File: config.mk
export PLATFORM = sky130hd
export DESIGN_NAME = e203_irq_stim_ctrl_flat
export DESIGN_NICKNAME = d
export VERILOG_FILES = /design/src/rtl/e203_irq_stim_ctrl_pkg.sv /design/src/rtl/e203_irq_stim_ctrl_if.sv /design/src/rtl/e203_irq_stim_chan.sv /design/src/rtl/e203_irq_stim_ctrl.sv /design/src/flat_wrapper.sv
export SDC_FILE = /design/constraint.sdc
export NUM_CORES = 1
export LEC_CHECK = 0
export BUFFER_PORTS_ARGS = -buffer_cell sky130_fd_sc_hd__buf_2
export CAP_MARGIN = 20
export CORE_MARGIN = 5
export CORE_UTILIZATION = 30
export CTS_CLUSTER_SIZE = 16
export DETAILED_ROUTE_END_ITERATION = 6
export GPL_ROUTABILITY_DRIVEN = 0
export SLEW_MARGIN = 20
export SYNTH_ARGS = -nofsm -noshare
export SYNTH_HDL_FRONTEND = slang
export SYNTH_SLANG_ARGS = --single-unit
File: constraint.sdc
create_clock -name clk -period 3.2 [get_ports clk]
set_input_delay 0.16 -clock clk [delete_from_list [all_inputs] [get_ports clk]]
set_output_delay 0.16 -clock clk [all_outputs]
set_load 0.03 [all_outputs]
File: src/rtl/e203_irq_stim_ctrl_pkg.sv
// Purpose: shared types, default PCs and LFSR step for the IRQ stimulus scheduler.
// Latency: n/a (declarations only).
// Backpressure: n/a.
package e203_irq_stim_ctrl_pkg;

  // Per-channel scheduler state; encoding is visible on the debug side of the harness
  typedef enum logic [1:0] {
    ST_IDLE   = 2'd0,
    ST_GAP    = 2'd1,
    ST_ASSERT = 2'd2,
    ST_HALT   = 2'd3
  } chan_state_t;

  // Default PCs from the E203 self-check image
  localparam logic [31:0] DEF_START_PC   = 32'h8000015C;
  localparam logic [31:0] DEF_TOHOST_PC  = 32'h80000086;
  localparam logic [31:0] DEF_EXT_ACK_PC = 32'h800000A6;
  localparam logic [31:0] DEF_SFT_ACK_PC = 32'h800000BE;
  localparam logic [31:0] DEF_TMR_ACK_PC = 32'h800000D6;

  localparam logic [31:0] DEF_LFSR_SEED  = 32'hACE12468;
  localparam logic [31:0] LFSR_TAPS      = 32'h80200003;

  // Right-shifting Galois step: the bit shifted out folds the tap mask back in
  function automatic logic [31:0] lfsr_step(input logic [31:0] cur);
    lfsr_step = {1'b0, cur[31:1]} ^ (cur[0] ? LFSR_TAPS : 32'h0);
  endfunction

endpackage

File: src/rtl/e203_irq_stim_ctrl_if.sv
// Purpose: commit-stage bus in, forced interrupt lines out, between core harness and scheduler.
// Latency: n/a (wires only).
// Backpressure: none; commit is a pure valid strobe, interrupts are level signals.
interface e203_irq_stim_ctrl_if #(
  parameter int PC_SIZE = 32
);

  logic               cmt_valid;
  logic [PC_SIZE-1:0] cmt_pc;
  logic               ext_irq;
  logic               sft_irq;
  logic               tmr_irq;

  // Core / harness side: drives commits, receives interrupts
  modport master (
    output cmt_valid,
    output cmt_pc,
    input  ext_irq,
    input  sft_irq,
    input  tmr_irq
  );

  // Scheduler side: observes commits, drives interrupts
  modport slave (
    input  cmt_valid,
    input  cmt_pc,
    output ext_irq,
    output sft_irq,
    output tmr_irq
  );

endinterface

File: src/rtl/e203_irq_stim_chan.sv
// Purpose: one interrupt channel: wait a loaded gap, assert, hold until ACK, then regap or halt.
// Latency: entering GAP with gap G raises irq G cycles later; ACK drops irq the next cycle.
// Backpressure: none; irq is held until the handler ACK PC commits.
module e203_irq_stim_chan
  import e203_irq_stim_ctrl_pkg::*;
#(
  parameter int GAP_W = 10
) (
  input  logic             clk,
  input  logic             rst_n,
  input  logic             ack,
  input  logic             start,
  input  logic             enable,
  input  logic             stop,
  input  logic [GAP_W-1:0] gap_seed,
  output logic             irq,
  output logic             halted
);

  localparam logic [GAP_W:0] CNT_ONE = {{GAP_W{1'b0}}, 1'b1};

  chan_state_t      state;
  logic [GAP_W:0]   gap_cnt;
  logic [GAP_W:0]   gap_load;

  // Gap is seed+1 so a zero seed still waits one cycle and the max is 2^GAP_W
  assign gap_load = {1'b0, gap_seed} + CNT_ONE;

  // Channel FSM with registered irq/halted; disable parks any live channel in IDLE
  always_ff @(posedge clk or negedge rst_n) begin
    if (!rst_n) begin
      state   <= ST_IDLE;
      gap_cnt <= '0;
      irq     <= 1'b0;
      halted  <= 1'b0;
    end else if (!enable && (state != ST_HALT)) begin
      state <= ST_IDLE;
      irq   <= 1'b0;
    end else begin
      case (state)
        ST_IDLE: begin
          if (start) begin
            state   <= ST_GAP;
            gap_cnt <= gap_load;
          end
        end
        ST_GAP: begin
          // Leaving on count 1 makes the irq visible exactly G cycles after GAP entry
          if (gap_cnt == CNT_ONE) begin
            state <= ST_ASSERT;
            irq   <= 1'b1;
          end else begin
            gap_cnt <= gap_cnt - CNT_ONE;
          end
        end
        ST_ASSERT: begin
          // Stop is only honoured here, so a pending gap always finishes its assertion
          if (ack) begin
            irq <= 1'b0;
            if (stop) begin
              state  <= ST_HALT;
              halted <= 1'b1;
            end else begin
              state   <= ST_GAP;
              gap_cnt <= gap_load;
            end
          end
        end
        ST_HALT: begin
          irq <= 1'b0;
        end
        default: begin
          state <= ST_IDLE;
          irq   <= 1'b0;
        end
      endcase
    end
  end

endmodule

File: src/rtl/e203_irq_stim_ctrl.sv
// Purpose: PC-driven scheduler forcing ext/sft/tmr interrupts with pseudo-random gaps.
// Latency: START commit arms channels next cycle; all outputs registered, no input-to-output path.
// Backpressure: none; each irq is held until its handler ACK PC commits.
module e203_irq_stim_ctrl
  import e203_irq_stim_ctrl_pkg::*;
#(
  parameter int                 PC_SIZE    = 32,
  parameter logic [PC_SIZE-1:0] START_PC   = DEF_START_PC,
  parameter logic [PC_SIZE-1:0] TOHOST_PC  = DEF_TOHOST_PC,
  parameter logic [PC_SIZE-1:0] EXT_ACK_PC = DEF_EXT_ACK_PC,
  parameter logic [PC_SIZE-1:0] SFT_ACK_PC = DEF_SFT_ACK_PC,
  parameter logic [PC_SIZE-1:0] TMR_ACK_PC = DEF_TMR_ACK_PC,
  parameter logic [31:0]        STOP_CNT   = 32'd32,
  parameter int                 GAP_W      = 10,
  parameter logic [31:0]        LFSR_SEED  = DEF_LFSR_SEED
) (
  input  logic                 clk,
  input  logic                 rst_n,
  input  logic                 enable,
  e203_irq_stim_ctrl_if.slave  bus,
  output logic                 started,
  output logic                 done,
  output logic [31:0]          tohost_cnt
);

  logic [31:0] lfsr;
  logic        hit_start;
  logic        hit_tohost;
  logic        hit_ext_ack;
  logic        hit_sft_ack;
  logic        hit_tmr_ack;
  logic        stop;
  logic        chan_start;
  logic        ext_irq_r, sft_irq_r, tmr_irq_r;
  logic        ext_halted, sft_halted, tmr_halted;

  // Commit-PC decode
  assign hit_start   = bus.cmt_valid && (bus.cmt_pc == START_PC);
  assign hit_tohost  = bus.cmt_valid && (bus.cmt_pc == TOHOST_PC);
  assign hit_ext_ack = bus.cmt_valid && (bus.cmt_pc == EXT_ACK_PC);
  assign hit_sft_ack = bus.cmt_valid && (bus.cmt_pc == SFT_ACK_PC);
  assign hit_tmr_ack = bus.cmt_valid && (bus.cmt_pc == TMR_ACK_PC);

  // Stop decision uses the registered count, so an ACK right after a tohost write sees it
  assign stop = (tohost_cnt > STOP_CNT);

  // Look-ahead of started so channels enter GAP in the cycle after the START commit
  assign chan_start = started || (hit_start && enable);

  // Free-running LFSR, independent of enable
  always_ff @(posedge clk or negedge rst_n) begin
    if (!rst_n) begin
      lfsr <= LFSR_SEED;
    end else begin
      lfsr <= lfsr_step(lfsr);
    end
  end

  // Saturating tohost commit counter
  always_ff @(posedge clk or negedge rst_n) begin
    if (!rst_n) begin
      tohost_cnt <= 32'd0;
    end else if (hit_tohost && (tohost_cnt != 32'hFFFF_FFFF)) begin
      tohost_cnt <= tohost_cnt + 32'd1;
    end
  end

  // Sticky armed flag: once START commits while enabled it holds until reset
  always_ff @(posedge clk or negedge rst_n) begin
    if (!rst_n) begin
      started <= 1'b0;
    end else if (hit_start && enable) begin
      started <= 1'b1;
    end
  end

  e203_irq_stim_chan #(.GAP_W(GAP_W)) u_ext (
    .clk      (clk),
    .rst_n    (rst_n),
    .ack      (hit_ext_ack),
    .start    (chan_start),
    .enable   (enable),
    .stop     (stop),
    .gap_seed (lfsr[GAP_W-1:0]),
    .irq      (ext_irq_r),
    .halted   (ext_halted)
  );

  e203_irq_stim_chan #(.GAP_W(GAP_W)) u_sft (
    .clk      (clk),
    .rst_n    (rst_n),
    .ack      (hit_sft_ack),
    .start    (chan_start),
    .enable   (enable),
    .stop     (stop),
    .gap_seed (lfsr[2*GAP_W-1:GAP_W]),
    .irq      (sft_irq_r),
    .halted   (sft_halted)
  );

  e203_irq_stim_chan #(.GAP_W(GAP_W)) u_tmr (
    .clk      (clk),
    .rst_n    (rst_n),
    .ack      (hit_tmr_ack),
    .start    (chan_start),
    .enable   (enable),
    .stop     (stop),
    .gap_seed (lfsr[3*GAP_W-1:2*GAP_W]),
    .irq      (tmr_irq_r),
    .halted   (tmr_halted)
  );

  assign bus.ext_irq = ext_irq_r;
  assign bus.sft_irq = sft_irq_r;
  assign bus.tmr_irq = tmr_irq_r;

  // All halted flags are flops, so done carries no input-to-output path
  assign done = ext_halted && sft_halted && tmr_halted;

endmodule

File: src/flat_wrapper.sv
// flat-port wrapper written by rule: the top's interface ports become plain ports
module e203_irq_stim_ctrl_flat import e203_irq_stim_ctrl_pkg::*;
#(
  parameter int                 PC_SIZE    = 32,
  parameter logic [PC_SIZE-1:0] START_PC   = DEF_START_PC,
  parameter logic [PC_SIZE-1:0] TOHOST_PC  = DEF_TOHOST_PC,
  parameter logic [PC_SIZE-1:0] EXT_ACK_PC = DEF_EXT_ACK_PC,
  parameter logic [PC_SIZE-1:0] SFT_ACK_PC = DEF_SFT_ACK_PC,
  parameter logic [PC_SIZE-1:0] TMR_ACK_PC = DEF_TMR_ACK_PC,
  parameter logic [31:0]        STOP_CNT   = 32'd32,
  parameter int                 GAP_W      = 10,
  parameter logic [31:0]        LFSR_SEED  = DEF_LFSR_SEED
)
  (clk, rst_n, enable, started, done, tohost_cnt, bus_cmt_valid, bus_cmt_pc, bus_ext_irq, bus_sft_irq, bus_tmr_irq);
  e203_irq_stim_ctrl_if #(.PC_SIZE(PC_SIZE)) bus_i ();
  input  logic clk;
  input  logic rst_n;
  input  logic enable;
  output logic started;
  output logic done;
  output logic [31:0] tohost_cnt;
  input wire logic [$bits(bus_i.cmt_valid)-1:0] bus_cmt_valid;
  input wire logic [$bits(bus_i.cmt_pc)-1:0] bus_cmt_pc;
  output wire logic [$bits(bus_i.ext_irq)-1:0] bus_ext_irq;
  output wire logic [$bits(bus_i.sft_irq)-1:0] bus_sft_irq;
  output wire logic [$bits(bus_i.tmr_irq)-1:0] bus_tmr_irq;
  assign bus_i.cmt_valid = bus_cmt_valid;
  assign bus_i.cmt_pc = bus_cmt_pc;
  assign bus_ext_irq = bus_i.ext_irq;
  assign bus_sft_irq = bus_i.sft_irq;
  assign bus_tmr_irq = bus_i.tmr_irq;
  e203_irq_stim_ctrl #(.PC_SIZE(PC_SIZE), .START_PC(START_PC), .TOHOST_PC(TOHOST_PC), .EXT_ACK_PC(EXT_ACK_PC), .SFT_ACK_PC(SFT_ACK_PC), .TMR_ACK_PC(TMR_ACK_PC), .STOP_CNT(STOP_CNT), .GAP_W(GAP_W), .LFSR_SEED(LFSR_SEED)) u_core (.clk(clk), .rst_n(rst_n), .enable(enable), .bus(bus_i), .started(started), .done(done), .tohost_cnt(tohost_cnt));
endmodule
==> metrics.cfg, run 1 <==
[outcome]
status = finished, final reports clean

[min_path]
whs_path_depth = 3
worstHoldEndpoint = u_core.u_sft.halted
min_path_type = in2reg
holdCritStartpoint = bus_cmt_pc[3]

[cts]
path_clk_slew_ns = 0.08
clock_sinks = 110
post_cts.repair.setup_buffers = 0
cts.repair.resized = 0
ctsHtreeMaxLevel = 3
cts_buf_count = 9
tritoncts = done
clock_tree.root_cell = clkbuf_16
postCtsHoldBufs = 1
clk-insertion-delay-late_ns = 0.35
cts_buffer_depth = 2

[routing]
antenna_violating_nets_post_route = 0
drt_first_pass_iters = 4
route.met3.wl_um = 433
totalWireLength_mm = 14.7
drc = 0
drt_iter0_drc = 316
routed-wl-met2_mm = 6.94
topRoutingLayerUsed = met4
wire_per_inst_um = 14.6
vias = 5188
met1Wirelength_mm = 7.12
viasPerCell = 5.17

[sta]
final_critical_path_setup_slack_ns = 0.590
finalCriticalPeriod_ns = 2.61
timing.final.crit_share_pct = 81.6
slew-limit-headroom_pct = 51.0
final_hold_viol_count = 0
finalSetupViolations = 0
unrepaired_setup_endpoints_after_global_routing = no
maxSlewViolCount = 0
finalSetupTns_ns = 0
fmax_ghz = 0.383
final.setup_skew_ns = 0.00883
worst_slew_pin_tran_ns = 0.736

[pwr]
comb_power_share_pct = 29.0
pwr-share-seq_pct = 43.6
power_per_cell_area_nw_per_um2 = 600
power.switching_mw = 1.54
max-vdd-ir-drop_uv = 294
clock_power_share_pct = 27.4
internal-power_mw = 2.80
p_leak_nw = 3.16
power.share.switching_pct = 35.5
totalPowerFinal_mw = 4.34

[critical_path]
timing.critical_path.max_delay_family = simple AND/OR/NAND/NOR gates
slowest_delay_ns = 0.64
register_to_register_path_setup_slack_ns = 0.59
path_class = reg2reg
critPathArrivalTime_ns = 2.84
timing.reg2reg.worst_path_depth = 5
r2r_start = u_core.tohost_cnt[5]
cp.buffers_inverters = 0
critical_path_sink_type = flop
cp.required_ns = 3.43
worst_r2r_endpoint = u_core.tohost_cnt[1]
startpoint_type = flop
critical_path_cell_sequence = nand3_1 > or4_1 > nor4_1 > or2_2 > mux2_2
worstPathMaxFanout = 10
cpMaxStageDelayCell = or4_1

[grt]
grt_remaining_overflow = 0
number_of_antenna_violations_at_the_first_check_in_global_routing = 0
grt_pass1_vias = 5128
grt_first_pass_wirelength_mm = 25.1
grt_start_max_net_pins = 58
gr-usage-all-layers_pct = 12.4

[yosys]
post_synthesis_cell_area_sq_um = 6220
synthAdderAreaFrac_pct = 4.63
synth-edff-count = 0
synth_top_family_by_area = simple AND/OR/NAND/NOR gates
synthMuxAreaShare_pct = 1.03
synth.net_count = 717
synth_sequential_area_ratio_pct = 44.5
synth_compound_gate_area_share_pct = 15.4
synthDistinctLibCells = 62
syn-mean-instance-area_sq_um = 9.45
synth-simple-area-share_pct = 23.3
yosysWarnings = 0
syn-instance-count = 658
ys_seq_elements = 110
dominantRegCellSynth = dfrtp_1
yosys.area_share.xor_xnor_pct = 7.61
asyncSetResetFlopFracSynth_pct = 100

[floorplan]
dieArea_sq_um = 23700
design.core.area_sq_um = 20300
floorplan.die.width_um = 154
die_height_um = 154
floorplan.initialDensity_pct = 30.6
floorplan.rows = 52
boundaryPins = 73

[cells_and_area]
fillCellCount = 2150
insertedDiodeCount = 0
final_core_utilization_pct = 35.7
flow.area_growth_from_synthesis_pct = 16.4
nNetsFinal = 788
drive_gt1_share_pct = 18.1
design_area_sq_um = 7240
sequential_cell_area_sq_um = 2770
multi_input_area_sq_um = 3230

[place]
dp_worst_setup_slack_ns = 0.597
post_dp_cell_area_sq_um = 6910
place_hpwl_mm = 10.5
number_of_port_buffers = 72

[flow_run]
max-cap-violations = 0

## worst min-delay path, cell delays in order
cell	delay (ns)
buf_2	0.11
nand4_1	0.15
o31ai_1	0.10
## cell usage in the layout, fill, tap and decap left out, types with 5 or more instances in the layout
master,instances
a21o_1,5
a21oi_1,36
a22o_1,6
a31oi_1,18
a41oi_1,11
and3_1,17
and4_1,6
buf_2,71
buf_4,11
clkbuf_16,9
dfrtp_1,97
dfstp_2,13
ha_1,23
inv_1,31
nand2_1,61
nand2b_1,9
nand3_1,29
nand4_1,22
nor2_1,33
nor3_1,21
nor4_1,19
o21ai_0,31
o22ai_1,5
o31ai_1,10
o32ai_1,5
or3_1,9
xnor2_1,33
xor2_1,21
## power by group through the flow
stage / Clock, mW / Combinational [mW] / Sequential, mW
floorplan: 0 / 0.946 / 1.86
CTS: 1.22 / 1.27 / 1.89
global route: 1.27 / 1.44 / 1.94
finish: 1.19 / 1.26 / 1.89
global placement: 0 / 1.25 / 1.91
detailed placement: 0 / 1.27 / 1.90
## worst max path at each step
| stage | end | slack (ns) | start | cells past startpoint |
|---|---|---|---|---|
| 2_1_floorplan | u_core.tohost_cnt[1] | 0.65 | u_core.tohost_cnt[5] | 6 |
| 3_3_place_gp | u_core.tohost_cnt[1] | 0.60 | u_core.tohost_cnt[5] | 5 |
| 3_5_place_dp | u_core.u_sft.gap_cnt[1] | 0.60 | u_core.tohost_cnt[0] | 10 |
| 4_1_cts | u_core.u_sft.gap_cnt[1] | 0.56 | u_core.tohost_cnt[0] | 10 |
| 5_1_grt | u_core.tohost_cnt[21] | 0.29 | u_core.tohost_cnt[5] | 6 |
| 6_report | u_core.tohost_cnt[1] | 0.59 | u_core.tohost_cnt[5] | 5 |
## per-layer routing
layer  up-vias  track usage, %
met5         -               0
met4         0            3.07
met3        12            1.94
met2        78            20.5
met1      2535            17.0
li1       2563               -
## sequential cells by signal (all words and copies together), names as in the netlist, 2 cells and up
signal                flops
u_core.tohost_cnt        32
u_core.u_sft.gap_cnt     11
u_core.u_tmr.gap_cnt     11
u_core.lfsr              32
u_core.u_tmr.state        2
u_core.u_ext.state        2
u_core.u_sft.state        2
u_core.u_ext.gap_cnt     11
## final cells by class
type | count | area share [%]
multi-input cells | 493 | 44.6
flip-flops and latches | 110 | 38.3
repair buffers | 84 | 6.47
well taps | 270 | 4.67
clock buffers | 11 | 3.49
inverters | 31 | 1.61
clock inverters | 5 | 0.882
## kinds of logic after synthesis
| group | count (synthesis) |
|---|---|
| AOI/OAI and AO/OA | 147 |
| xor gates and xnor gates | 54 |
| buffers and inverters | 55 |
| and+or+nand+nor | 263 |
| adders and majority gates | 23 |
| muxes | 6 |
| DFF | 110 |
## through the flow
step	std cells	hold WS (ns)
4_1_cts	1004	0.197
6_report	1004	0.209
5_1_grt	1004	0.252
2_1_floorplan	658	-0.136
3_3_place_gp	987	0.272
3_5_place_dp	987	0.273
## Yosys cell counts, types with 4 or more instances
master    instances  area share (%)
and4_1            6            0.85
o32ai_1           5            0.70
nor4_2            4            0.81
or4_1             4            0.48
a21o_1            5            0.60
a41oi_1          11             1.5
nor2_1           33             2.0
dfstp_2          13             5.5
nand4_1          22             2.2
nand3_1          29             2.3
o21ai_0          31             2.5
nor4_1           19             1.9
or3_1             9            0.91
nor3_1           21             1.7
o31ai_1          10             1.2
a22o_1            6            0.85
or2_2             4            0.40
a21oi_1          36             2.9
dfrtp_1          97              39
xnor2_1          33             4.6
clkbuf_1         22             1.3
inv_1            31             1.9
and3_1           17             1.7
ha_1             23             4.6
nand2b_1          9            0.91
xor2_1           21             3.0
a31oi_1          18             1.8
nand2_1          61             3.7
o22ai_1           5            0.50
Power figures use the tool's default switching activity.
==> inputs of run 2 (changes only) <==
Settings changed: ABC_AREA from default to 1.
Clock period 3.2 ns to 2.6 ns, I/O delays scaled along.
==> metrics.cfg, run 2 <==
[cts]
path_clk_slew_ns = 0.08  ; about the same
post_cts.repair.setup_buffers = 0  ; unchanged
clock_sinks = 110  ; unchanged
cts_buf_count = 9  ; unchanged
clock_tree.root_cell = clkbuf_16
clk-insertion-delay-late_ns = 0.36  ; about the same
tritoncts = done
cts_buffer_depth = 2  ; unchanged
ctsHtreeMaxLevel = 3  ; unchanged

[yosys]
yosys.cell_count.top_type = nand2_1
ys_seq_elements = 110  ; unchanged
syn-instance-count = 1041  ; +58%
synth_top_cells_by_count = nand2_1, nor2_1, inv_1
synthDistinctLibCells = 36  ; -42%
post_synthesis_cell_area_sq_um = 7310  ; +18%
dominantRegCellSynth = dfrtp_1
yosysTopAreaCell = dfrtp_1
synth.net_count = 1100  ; +53%
synth_sequential_area_ratio_pct = 37.9  ; -6.6 points
asyncSetResetFlopFracSynth_pct = 100  ; unchanged
synth_area_leaders = dfrtp_1, nand2_1, nor2_1
yosysWarnings = 0  ; unchanged
synth_top_area_share_pct = 33.2  ; -5.8 points
synth-edff-count = 0  ; unchanged
syn-mean-instance-area_sq_um = 7.02  ; -26%

[cells_and_area]
final_common_cell = nand2_1
multi_input_area_sq_um = 3920  ; +21%
top_regs = u_core.lfsr (32), u_core.tohost_cnt (32)
drive_gt1_share_pct = 13.5  ; -4.6 points
insertedDiodeCount = 0  ; unchanged
design_area_sq_um = 8390  ; +16%
fillCellCount = 2592  ; +21%
nNetsFinal = 1181  ; +50%
most-common-layout-cells = nand2_1, nor2_1, inv_1
flow.area_growth_from_synthesis_pct = 14.8
sequential_cell_area_sq_um = 2770  ; unchanged

[critical_path]
worst_r2r_endpoint = u_core.u_tmr.gap_cnt[10]
critical_path_sink_type = flop
cp.buffers_inverters = 2  ; +2
register_to_register_path_setup_slack_ns = 0.23  ; -0.36 ns
startpoint_type = flop
critPathArrivalTime_ns = 2.67  ; -0.17 ns
critical_path_cell_sequence = inv_1 > ha_1 > inv_1 > nor2_1 > nand2_1 > nand2_1 > nand3_1 > o21ai_1 > nand2_1 > nor2_2 > nand2_1 > nand2_1
worst_setup_path_startpoint = u_core.tohost_cnt[0]
worstPathMaxFanout = 11  ; +1
cp.required_ns = 2.90  ; -0.53 ns
r2r_start = u_core.tohost_cnt[0]
timing.critical_path.max_delay_family = simple AND/OR/NAND/NOR gates
timing.critical_path.mode_cell = nand2_1
timing.reg2reg.worst_path_depth = 12  ; +7
path_class = reg2reg
slowest_delay_ns = 0.43  ; -0.21 ns
cpMaxStageDelayCell = nor2_2

[sta]
worst_slew_pin_tran_ns = 0.714  ; -0.0218 ns
maxSlewViolCount = 0  ; unchanged
timing.final.crit_share_pct = 91.0  ; +9.5 points
timing.hold.ws_ns = 0.140  ; -0.0693 ns
finalSetupViolations = 0  ; unchanged
final.setup_skew_ns = 0.0127  ; +0.00386 ns
fmax_ghz = 0.423  ; +10%
finalSetupTns_ns = 0  ; unchanged
final_hold_viol_count = 0  ; unchanged
unrepaired_setup_endpoints_after_global_routing = no
final_critical_path_setup_slack_ns = 0.233  ; -0.357 ns
finalCriticalPeriod_ns = 2.37  ; -0.243 ns
slew-limit-headroom_pct = 52.4  ; +1.5 points

[floorplan]
floorplan.initialDensity_pct = 30.2  ; -0.40 points
die_height_um = 166  ; +7.9%
boundaryPins = 73  ; unchanged
dieArea_sq_um = 27600  ; +16%
floorplan.rows = 57  ; +9.6%
design.core.area_sq_um = 24200  ; +19%
floorplan.die.width_um = 166  ; +7.9%

[grt]
grt_first_pass_wirelength_mm = 31.5  ; +25%
gr-usage-all-layers_pct = 13.5  ; +1.2 points
number_of_antenna_violations_at_the_first_check_in_global_routing = 0  ; unchanged
grt_pass1_vias = 6449  ; +26%
grt_start_max_net_pins = 52  ; -10%
grt_remaining_overflow = 0  ; unchanged

[min_path]
min_path_type = in2reg
holdCritStartpoint = enable
whs_path_depth = 3  ; unchanged
worstHoldEndpoint = u_core.u_tmr.irq

[pwr]
totalPowerFinal_mw = 3.15  ; -27%
max-vdd-ir-drop_uv = 354  ; +20%
power_per_cell_area_nw_per_um2 = 376  ; -37%
p_leak_nw = 4.06  ; +28%

[flow_run]
max-cap-violations = 0  ; unchanged

[routing]
wire_per_inst_um = 12.7  ; -13%
drc = 0  ; unchanged
drt_first_pass_iters = 5  ; +1
antenna_violating_nets_post_route = 0  ; unchanged
vias = 6624  ; +28%
viasPerCell = 4.57  ; -12%
totalWireLength_mm = 18.4  ; +25%
drt_iter0_drc = 393  ; +24%

[place]
place_hpwl_mm = 13.8  ; +32%
number_of_port_buffers = 72  ; unchanged
dp_worst_setup_slack_ns = 0.0823  ; -0.514 ns
post_dp_cell_area_sq_um = 8100  ; +17%

[outcome]
status = finished, final reports clean

## run 2: changes by cell type in the layout (fill, tap and decap cells not counted), sizes merged, moves of 12 or more
cell and delta:
xor2 +21, inv +93, and3 -16, nor2 +90, a21oi -17, nor4 -18
xnor2 -26, nor3 +12, o21bai +39, nand2 +284, o21ai +28, nand3 +19
## run 2: worst max path at each step
stage          slack (ns)  cells past startpoint                  endpoint
2_1_floorplan        0.65                     12   u_core.u_tmr.gap_cnt[0]
3_3_place_gp         0.21                     12   u_core.u_tmr.gap_cnt[2]
3_5_place_dp         0.08                     12  u_core.u_tmr.gap_cnt[10]
4_1_cts              0.05                     12  u_core.u_tmr.gap_cnt[10]
5_1_grt              0.02                     13   u_core.u_ext.gap_cnt[2]
6_report             0.23                     12  u_core.u_tmr.gap_cnt[10]
## run 2: area by class of cell
cell class | count | share of cell area [%]
clock buffer | 12 | 2.94
clock inverter | 4 | 0.388
inverter | 126 | 5.64
multi-input combinational | 781 | 46.7
sequential | 110 | 33.0
tap | 324 | 4.83
timing repair buffer | 94 | 6.47
## run 2: stage by stage
step	utilization [%]	instances
floorplan	-	1041
global placement	33.5	1434
detailed placement	33.5	1434
CTS	34.7	1451
global route	34.7	1451
finish	34.7	1451
## run 2: routing by layer
metal	global-route usage [%]	wire length, um	vias to the layer above	part of all wire (%)
met5	0	0	-	0
li1	-	-	3453	-
met2	22.4	8460	116	46
met3	2.88	851	23	4.6
met4	3.08	273	0	1.5
met1	18.3	8790	3032	48
## run 2: repair_timing
action / in CTS / in global routing
setup endpoints to repair: 0 / 11
hold buffers: 1 / 0
gates resized for setup: 0 / 1
endpoints found under the hold margin: 44 / 0
## run 2: cell families (layout without fill, tap and decap cells)
group / after synthesis / count (layout) / synth area share, %
adders and majority gates: 23 / 23 / 3.94
DFF: 110 / 110 / 37.9
buffers and inverters: 150 / 236 / 8.54
AOI/OAI and AO/OA: 134 / 134 / 10.9
xor gates and xnor gates: 49 / 49 / 5.87
and+or+nand+nor: 575 / 575 / 32.8
## run 2: tightest hold or removal path, stage by stage
cell,delay [ns]
buf_2,0.17
nand2_1,0.08
o21ai_0,0.08
## run 2: where the power goes
part           internal (mW)  switching (mW)  leakage [nW]
sequential              1.71  0.000000000546          1.26
clock                  0.682           0.658         0.129
combinational         0.0332          0.0680          2.67
total                   2.43           0.726          4.06
